`src/rtl/multi_timer.sv`:
```
`default_nettype none
// +----------------------------------------------------------------------------+
// | Module      : multi_timer                                                  |
// | Description : N_CH independent bus-mapped timers with prescaler, one-shot/ |
// |               periodic modes, W1C flags and a combined registered irq.     |
// |               Optional channel cascading is enabled by TIMER_CASCADE_EN.   |
// | Revision    : 1.0  initial release                                         |
// +----------------------------------------------------------------------------+
module multi_timer #(
    parameter int N_CH   = 4,
    parameter int CH_W   = 2,
    parameter int PRE_W  = 16,
    parameter int DATA_W = 32
) (
    input  logic              clk,
    input  logic              reset,
    input  logic              cs_,
    input  logic              as_,
    input  logic              rw,
    input  logic [CH_W+2:0]   addr,
    input  logic [DATA_W-1:0] wr_data,
    output logic [DATA_W-1:0] rd_data,
    output logic              rdy_,
    output logic              irq
);

    localparam logic       c_READ      = 1'b1;
    localparam logic [2:0] c_REG_CTRL  = 3'd0;
    localparam logic [2:0] c_REG_INTR  = 3'd1;
    localparam logic [2:0] c_REG_EXPR  = 3'd2;
    localparam logic [2:0] c_REG_CNT   = 3'd3;
    localparam logic [2:0] c_REG_PRESC = 3'd4;

    logic              w_acc;
    logic              w_wr;
    logic [CH_W-1:0]   w_ch;
    logic [2:0]        w_reg;

    logic [N_CH-1:0]   r_start;
    logic [N_CH-1:0]   r_mode;
    logic [N_CH-1:0]   r_ie;
    logic [N_CH-1:0]   r_flag;
    logic [N_CH-1:0]   w_cas;
    logic [DATA_W-1:0] r_expr    [N_CH];
    logic [DATA_W-1:0] r_cnt     [N_CH];
    logic [PRE_W-1:0]  r_presc   [N_CH];
    logic [PRE_W-1:0]  r_pre_cnt [N_CH];

    logic [N_CH-1:0]   w_sel;
    logic [N_CH-1:0]   w_tick;
    logic [N_CH-1:0]   w_expire;
    logic [DATA_W-1:0] w_rd_val;

    assign w_acc = !cs_ && !as_;
    assign w_wr  = w_acc && (rw != c_READ);
    assign w_ch  = addr[CH_W+2:3];
    assign w_reg = addr[2:0];

`ifdef TIMER_CASCADE_EN
    logic [N_CH-1:0] r_cas;

    // Channel 0 has no upstream neighbour, so its cas bit stays 0.
    always_ff @(posedge clk or negedge reset) begin
        if (!reset) begin
            r_cas <= '0;
        end else begin
            for (int n = 1; n < N_CH; n++) begin
                if (w_sel[n] && w_wr && (w_reg == c_REG_CTRL)) begin
                    r_cas[n] <= wr_data[3];
                end
            end
        end
    end

    assign w_cas = r_cas;
`else
    assign w_cas = '0;
`endif

    // Evaluated in channel order so a cascaded channel sees its neighbour's expiry this cycle.
    always_comb begin
        logic v_prev;
        v_prev   = 1'b0;
        w_sel    = '0;
        w_tick   = '0;
        w_expire = '0;
        for (int n = 0; n < N_CH; n++) begin
            w_sel[n]    = w_acc && (w_ch == CH_W'(n));
            w_tick[n]   = r_start[n] && (w_cas[n] ? v_prev : (r_pre_cnt[n] == r_presc[n]));
            w_expire[n] = w_tick[n] && (r_cnt[n] == r_expr[n])
                          && !(w_sel[n] && w_wr && (w_reg == c_REG_CNT));
            v_prev      = w_expire[n];
        end
    end

    always_comb begin
        w_rd_val = '0;
        for (int n = 0; n < N_CH; n++) begin
            if (w_ch == CH_W'(n)) begin
                case (w_reg)
                    c_REG_CTRL:  w_rd_val = DATA_W'({w_cas[n], r_ie[n], r_mode[n], r_start[n]});
                    c_REG_INTR:  w_rd_val = DATA_W'(r_flag[n]);
                    c_REG_EXPR:  w_rd_val = r_expr[n];
                    c_REG_CNT:   w_rd_val = r_cnt[n];
                    c_REG_PRESC: w_rd_val = DATA_W'(r_presc[n]);
                    default:     w_rd_val = '0;
                endcase
            end
        end
    end

    always_ff @(posedge clk or negedge reset) begin
        if (!reset) begin
            rd_data <= '0;
            rdy_    <= 1'b1;
            irq     <= 1'b0;
            r_start <= '0;
            r_mode  <= '0;
            r_ie    <= '0;
            r_flag  <= '0;
            for (int n = 0; n < N_CH; n++) begin
                r_expr[n]    <= '0;
                r_cnt[n]     <= '0;
                r_presc[n]   <= '0;
                r_pre_cnt[n] <= '0;
            end
        end else begin
            rdy_    <= !w_acc;
            rd_data <= (w_acc && (rw == c_READ)) ? w_rd_val : '0;
            irq     <= |(r_flag & r_ie);
            for (int n = 0; n < N_CH; n++) begin
                // A CTRL write overrides the one-shot auto-stop in the same cycle.
                if (w_sel[n] && w_wr && (w_reg == c_REG_CTRL)) begin
                    r_start[n] <= wr_data[0];
                    r_mode[n]  <= wr_data[1];
                    r_ie[n]    <= wr_data[2];
                end else if (w_expire[n] && !r_mode[n]) begin
                    r_start[n] <= 1'b0;
                end

                if (w_expire[n]) begin
                    r_flag[n] <= 1'b1;
                end else if (w_sel[n] && w_wr && (w_reg == c_REG_INTR) && wr_data[0]) begin
                    r_flag[n] <= 1'b0;
                end

                if (w_sel[n] && w_wr && (w_reg == c_REG_EXPR)) begin
                    r_expr[n] <= wr_data;
                end

                if (w_sel[n] && w_wr && (w_reg == c_REG_CNT)) begin
                    r_cnt[n] <= wr_data;
                end else if (w_expire[n]) begin
                    r_cnt[n] <= '0;
                end else if (w_tick[n]) begin
                    r_cnt[n] <= r_cnt[n] + 1'b1;
                end

                if (w_sel[n] && w_wr && (w_reg == c_REG_PRESC)) begin
                    r_presc[n] <= wr_data[PRE_W-1:0];
                end

                if ((w_sel[n] && w_wr && (w_reg == c_REG_PRESC)) || !r_start[n] || w_cas[n]
                    || (r_pre_cnt[n] == r_presc[n])) begin
                    r_pre_cnt[n] <= '0;
                end else begin
                    r_pre_cnt[n] <= r_pre_cnt[n] + 1'b1;
                end
            end
        end
    end

endmodule
`default_nettype wire
```
`config.mk`:
```
export PLATFORM = sky130hd
export DESIGN_NAME = multi_timer
export DESIGN_NICKNAME = d
export VERILOG_FILES = /design/src/rtl/multi_timer.sv
export SDC_FILE = /design/constraint.sdc
export NUM_CORES = 1
export LEC_CHECK = 0
export CAP_MARGIN = 15
export CORE_ASPECT_RATIO = 1.4
export CORE_MARGIN = 2
export CORE_UTILIZATION = 30
export DETAILED_ROUTE_END_ITERATION = 10
export DONT_BUFFER_PORTS = 1
export MAX_ROUTING_LAYER = met4
export PLACE_DENSITY = 0.5
export SKIP_CTS_REPAIR_TIMING = 1
export SYNTH_ARGS = -nofsm -noshare
export SYNTH_HDL_FRONTEND = slang
export SYNTH_SLANG_ARGS = --single-unit
```
`constraint.sdc`:
```
create_clock -name clk -period 7 [get_ports clk]
set_clock_uncertainty 0.1 [all_clocks]
set_input_delay 1.05 -clock clk [delete_from_list [all_inputs] [get_ports clk]]
set_output_delay 1.05 -clock clk [all_outputs]
set_load 0.01 [all_outputs]
```
Word-level counts from Yosys, hierarchy flattened. Index checks and enable logic that the tools add are counted.

Bits in registers: 434. Input port bits: 42. Output and inout bits: 34. Logic and storage cells: 190.

Muxes and demuxes: 41. Eq/ne operators: 15. Bitwise gates (word level): 2. Reductions and logical operators: 89. $add $sub $neg: 8.

Operator list (number): $pmux W32 S5 (4); $mux W32 (17); $add A32 B1 Y32 const B (4); $eq A32 B32 Y1 (4); $add A16 B1 Y16 const B (4); $eq A16 B16 Y1 (4); $mux W16 (4); $logic_and A1 B1 Y1 (51); $mux W1 (16); $reduce_bool A2 Y1 (8); $logic_not A1 Y1 (15); $reduce_bool A3 Y1 (4); $logic_or A1 B1 Y1 (8); $eq A3 B2 Y1 const B (2); $and A4 B4 Y4 (1); $eq A2 B2 Y1 const B (2); $reduce_or A4 Y1 (1); $eq A3 B1 Y1 const B (1); $eq A3 B3 Y1 const B (1); $logic_not A3 Y1 (1); $eq A2 B1 Y1 const B (1); $logic_not A2 Y1 (1); $not A1 Y1 (1).

Depth between registers and ports, before layout.
Word-level depth: 10. Mapped depth: 10. Gate-level depth less buffers: 8.

Worst setup path after synthesis. OpenSTA, ideal clock, no wires.

Path type: input to register. Start point: input addr[0]. End point: register rd_data[21]. Library setup time: 132 ps. Slack: 3775 ps. Cell stages on the path: 8. Data arrival time: 2993 ps. Path through: clkbuf_1 > clkbuf_1 > buf_1 > clkbuf_1 > mux2i_1 > o22ai_1 > nor2_1 > nor2_1.

Cells in the longest elaborated chain, start to end: 7. Elaborated cells between the ends (all ways): 14. Those cells by class: eq/ne: 4; mux: 9; reduce/logical: 1.

Ends and longest elaborated chain: start: declaration (RTL line 20) `input logic [CH_W+2:0] addr,`; $eq A3 B3 Y1, or another cell as far along (RTL line 100) `case (w_reg)`; $pmux W32 S5 (RTL line 100); $mux W32 (3 in a row) (RTL line 99) `if (w_ch == CH_W'(n)) begin`; $mux W32 * (RTL line 99); $mux W32 * (RTL line 129) `rd_data <= (w_acc && (rw == c_READ)) ? w_rd_val : '0;`; end signal: assignment (RTL line 129); end: declaration (RTL line 22) `output logic [DATA_W-1:0] rd_data,`.

Mark *: on every way between the ends. The rest lies on a longest branch, timed or not. A chain may end at the register's enable or synchronous reset.

Worst setup path in the final report.
Start point: register r_pre_cnt[12] (netlist bit). End point: register r_cnt[13] (netlist bit).

Cells in the longest elaborated chain, start to end: 6. Elaborated cells between the ends (all ways): 7. Those cells by class: eq/ne: 1; mux: 2; reduce/logical: 4.

Ends and longest elaborated chain: start: declaration (RTL line 47) `logic [PRE_W-1:0] r_pre_cnt [N_CH];`; start signal: indexed assignment (RTL line 167) `r_pre_cnt[n] <= r_pre_cnt[n] + 1'b1;`; $eq A16 B16 Y1 * (RTL line 89) `w_tick[n] = r_start[n] && (w_cas[n] ? v_prev : (r_pre_cnt[n] == r_presc[n]));`; $logic_and A1 B1 Y1 * (RTL line 89); $logic_and A1 B1 Y1 (RTL line 90) `w_expire[n] = w_tick[n] && (r_cnt[n] == r_expr[n])`; $logic_and A1 B1 Y1 (RTL line 91) `&& !(w_sel[n] && w_wr && (w_reg == c_REG_CNT));`; $mux W32 (RTL line 153) `end else if (w_expire[n]) begin`; $mux W32 (RTL line 151) `if (w_sel[n] && w_wr && (w_reg == c_REG_CNT)) begin`; end signal: indexed assignment (RTL line 152) `r_cnt[n] <= wr_data;`; end signal: indexed assignment (RTL line 156) `r_cnt[n] <= r_cnt[n] + 1'b1;`; end: declaration (RTL line 45) `logic [DATA_W-1:0] r_cnt [N_CH];`.

Marked as above.

==> flow_summary.ini <==
[power]
power_frac_comb_pct = 16.1
vdd_drop_max_uv = 162
switching_share_pct = 31.8
p_int_mw = 4.60
p_leak_nw = 11.2
p_clk_share_pct = 37.1
switchingPower_mw = 2.15
pwr-share-seq_pct = 46.9
powerDensity_nw_per_um2 = 250

[setup_path]
crit_fanout = 19
crit_path_end_kind = flop
startpoint_type = flop
crit_family = simple AND/OR/NAND/NOR gates
max_stage_delay_ps = 900
critPathArrivalTime_ps = 4250
critical_path_class = reg2reg
slowest_stage = nor4_1
path_buf_inv = 0
path_cells = xnor2_1 -> nand4_1 -> nor4_1 -> and2_1 -> nand2b_1 -> or4b_2 -> nand3_1
crit_required_ps = 7430

[layout]
fin_cells = 3540
post-route-util_pct = 33.1
antenna_cells = 0
drive_above_1_share_pct = 13.8
nNetsFinal = 2483
synthToLayoutAreaGrowth_pct = 9.76

[hold_path]
hold_class = in2async

[logic_synthesis]
synth-async-reset-ratio_pct = 100
ys_types = 58
yosys_most_used_dff = dfrtp_1
syn_area_sq_um = 24600
ys_warn_count = 0
synth_cells = 2532
avgSynthCellArea_sq_um = 9.71
ys_seq_area_share_pct = 44.2
synth-seq-cells = 434
synth_edf_count = 0
syn_nets = 2582

[clock_network]
cts_buffers = 46
tritoncts = done
htreeDepth = 2
clock-sinks = 434
clockRootBuffer = clkbuf_16
path_clk_slew_ps = 60
cts.path.max_buffers = 3
clk_latency_ps = 610

[die]
die_area_sq_um = 84300
fp.dieW_um = 246
rows = 124
die_h_um = 343
pin_count = 76
start_util_pct = 30.2
core_sq_um = 81500

[global_routing]
grt_usage_pct = 21.9
met1_usage_pct = 25.7
busiest_layer = met2
overflow = 0
antenna_found_initial = 0
grt_pass1_vias = 19600
met2_usage_pct = 35.4
grt_pass1_wl_um = 134000
grt_use_met3_pct = 4.04
grt_max_degree = 435

[route]
postRouteAntennaNets = 0
drt-initial-drc-count = 1801
num_vias = 19800
drt_wl_total_um = 90500
drt_pre_antenna_iters = 6
drc = 0
viasPerCell = 5.59
wl_per_cell_um = 25.6

[sta]
setup_violations = 0
hold-worst-slack_ps = 110
tns_ps = 0
slew_headroom_pct = -29.9
worst_slew_pin_slew_ps = 1950
fmaxAchievable_ghz = 0.262
timing.final.crit_period_ps = 3810
hold_viol_final = 0
drv_slew = 160
rsz0062_at_grt = false
period_share_pct = 54.5

[place]
port_buffers = 0
place_hpwl_um = 63900
place_congestion = 1.01
dp.cells = 3456

[flow_run]
maxCapViolCount = 0

[outcome]
status = finished, violations left
violations = max-slew violations
-- metrics by stage --
stage / total power [mW] / setup slack, ps / area [sq um]
2_1_floorplan: 3.86 / 3770 / 24600
5_1_grt: 7.02 / 3080 / 27000
6_report: 6.75 / 3190 / 27000
3_3_place_gp: 4.24 / 3140 / 25500
3_5_place_dp: 4.26 / 3020 / 25500
4_1_cts: 6.79 / 3340 / 27000
-- synth_stat cells (45+ instances only) --
| cell | count | area, sq um |
|---|---|---|
| nand2_1 | 161 | 604 |
| xnor2_1 | 98 | 858 |
| o21ai_0 | 152 | 761 |
| dfrtp_1 | 433 | 10800 |
| mux2_2 | 208 | 2340 |
| nand4_1 | 49 | 307 |
| nand3_1 | 100 | 500 |
| xor2_1 | 162 | 1420 |
| mux2i_1 | 89 | 891 |
| and3_1 | 45 | 282 |
| nor2_1 | 253 | 950 |
| a21oi_1 | 129 | 646 |
| nor4_1 | 48 | 300 |
| a31oi_1 | 56 | 350 |
| clkbuf_1 | 152 | 571 |
-- registers in the layout, indices dropped and copies added (netlist names), 32 cells and up --
signal / cells
r_expr: 128
r_pre_cnt: 64
r_cnt: 128
rd_data: 32
r_presc: 64
-- layout by cell type (no fill, tap or decap), types with 8 or more instances in the layout --
cell / Yosys / routed
nand2_1: 161 / 160
o21ai_0: 152 / 151
a211oi_1: 17 / 17
o22ai_1: 21 / 21
mux2i_1: 89 / 89
xnor2_1: 98 / 98
nor2b_1: 36 / 34
o211ai_1: 9 / 9
nand4_1: 49 / 49
buf_4: 0 / 24
nor3b_1: 10 / 10
mux2_2: 208 / 208
a22oi_1: 24 / 24
o311ai_0: 8 / 8
ha_1: 8 / 8
nor2_1: 253 / 250
nand3_1: 100 / 100
or4_1: 16 / 16
nand2b_1: 9 / 9
a221oi_1: 17 / 17
inv_1: 13 / 13
and4_1: 12 / 12
and2_1: 12 / 12
mux4_2: 10 / 10
a31oi_1: 56 / 56
or3_1: 32 / 32
nand3b_1: 19 / 19
xor2_1: 162 / 162
clkinv_2: 0 / 14
nor4_1: 48 / 48
and3_1: 45 / 45
a21oi_1: 129 / 129
nand4b_1: 8 / 8
clkbuf_16: 0 / 47
nor3_1: 36 / 34
dfrtp_1: 433 / 433
-- worst paths after layout --
path / cells after the start / end / start / slack, ps
worst max-delay path: 7 / r_cnt[13]$_DFFE_PN0P_ / r_pre_cnt[12]$_DFF_PN0_ / 3190
worst min-delay path: 0 / r_expr[53]$_DFFE_PN0P_ / reset / 110
worst max register to register: 7 / r_cnt[13]$_DFFE_PN0P_ / r_pre_cnt[12]$_DFF_PN0_ / 3190
worst min register to register: 2 / r_expr[96]$_DFFE_PN0P_ / r_expr[96]$_DFFE_PN0P_ / 430
max in group asynchronous: 0 / r_presc[48]$_DFFE_PN0P_ / reset / 5200
min in group clk: 2 / r_expr[96]$_DFFE_PN0P_ / r_expr[96]$_DFFE_PN0P_ / 430
-- power groups by stage --
stage,Combinational [mW],Sequential [mW],Clock (mW)
2_1_floorplan,0.848,3.01,0
3_3_place_gp,1.05,3.19,0
3_5_place_dp,1.06,3.20,0
4_1_cts,1.07,3.16,2.56
5_1_grt,1.18,3.20,2.64
6_report,1.08,3.16,2.50
-- layout make-up --
type                            instances  area, sq um
Fill cell                            8261        54500
Multi-Input combinational cell       1914        13100
Sequential cell                       434        10900
Tap cell                             1071         1340
Clock buffer                           58         1280
Clock inverter                         26          213
Timing Repair Buffer                   24          180
Inverter                               13         48.8
-- layer usage --
metal / share of wire, % / vias up
met1: 40 / 9968
met4: 6.5 / 0
li1: - / 8925
met5: 0 / -
met2: 48 / 658
met3: 6.0 / 238
-- logic make-up after synthesis --
family | synth area share [%]
AOI/OAI and AO/OA | 11.8
xor gates and xnor gates | 9.26
adders and majority gates | 0.407
buffers and inverters | 2.82
DFF | 44.2
muxes | 14.1
and+or+nand+nor | 17.4
Power figures use the tool's default switching activity.
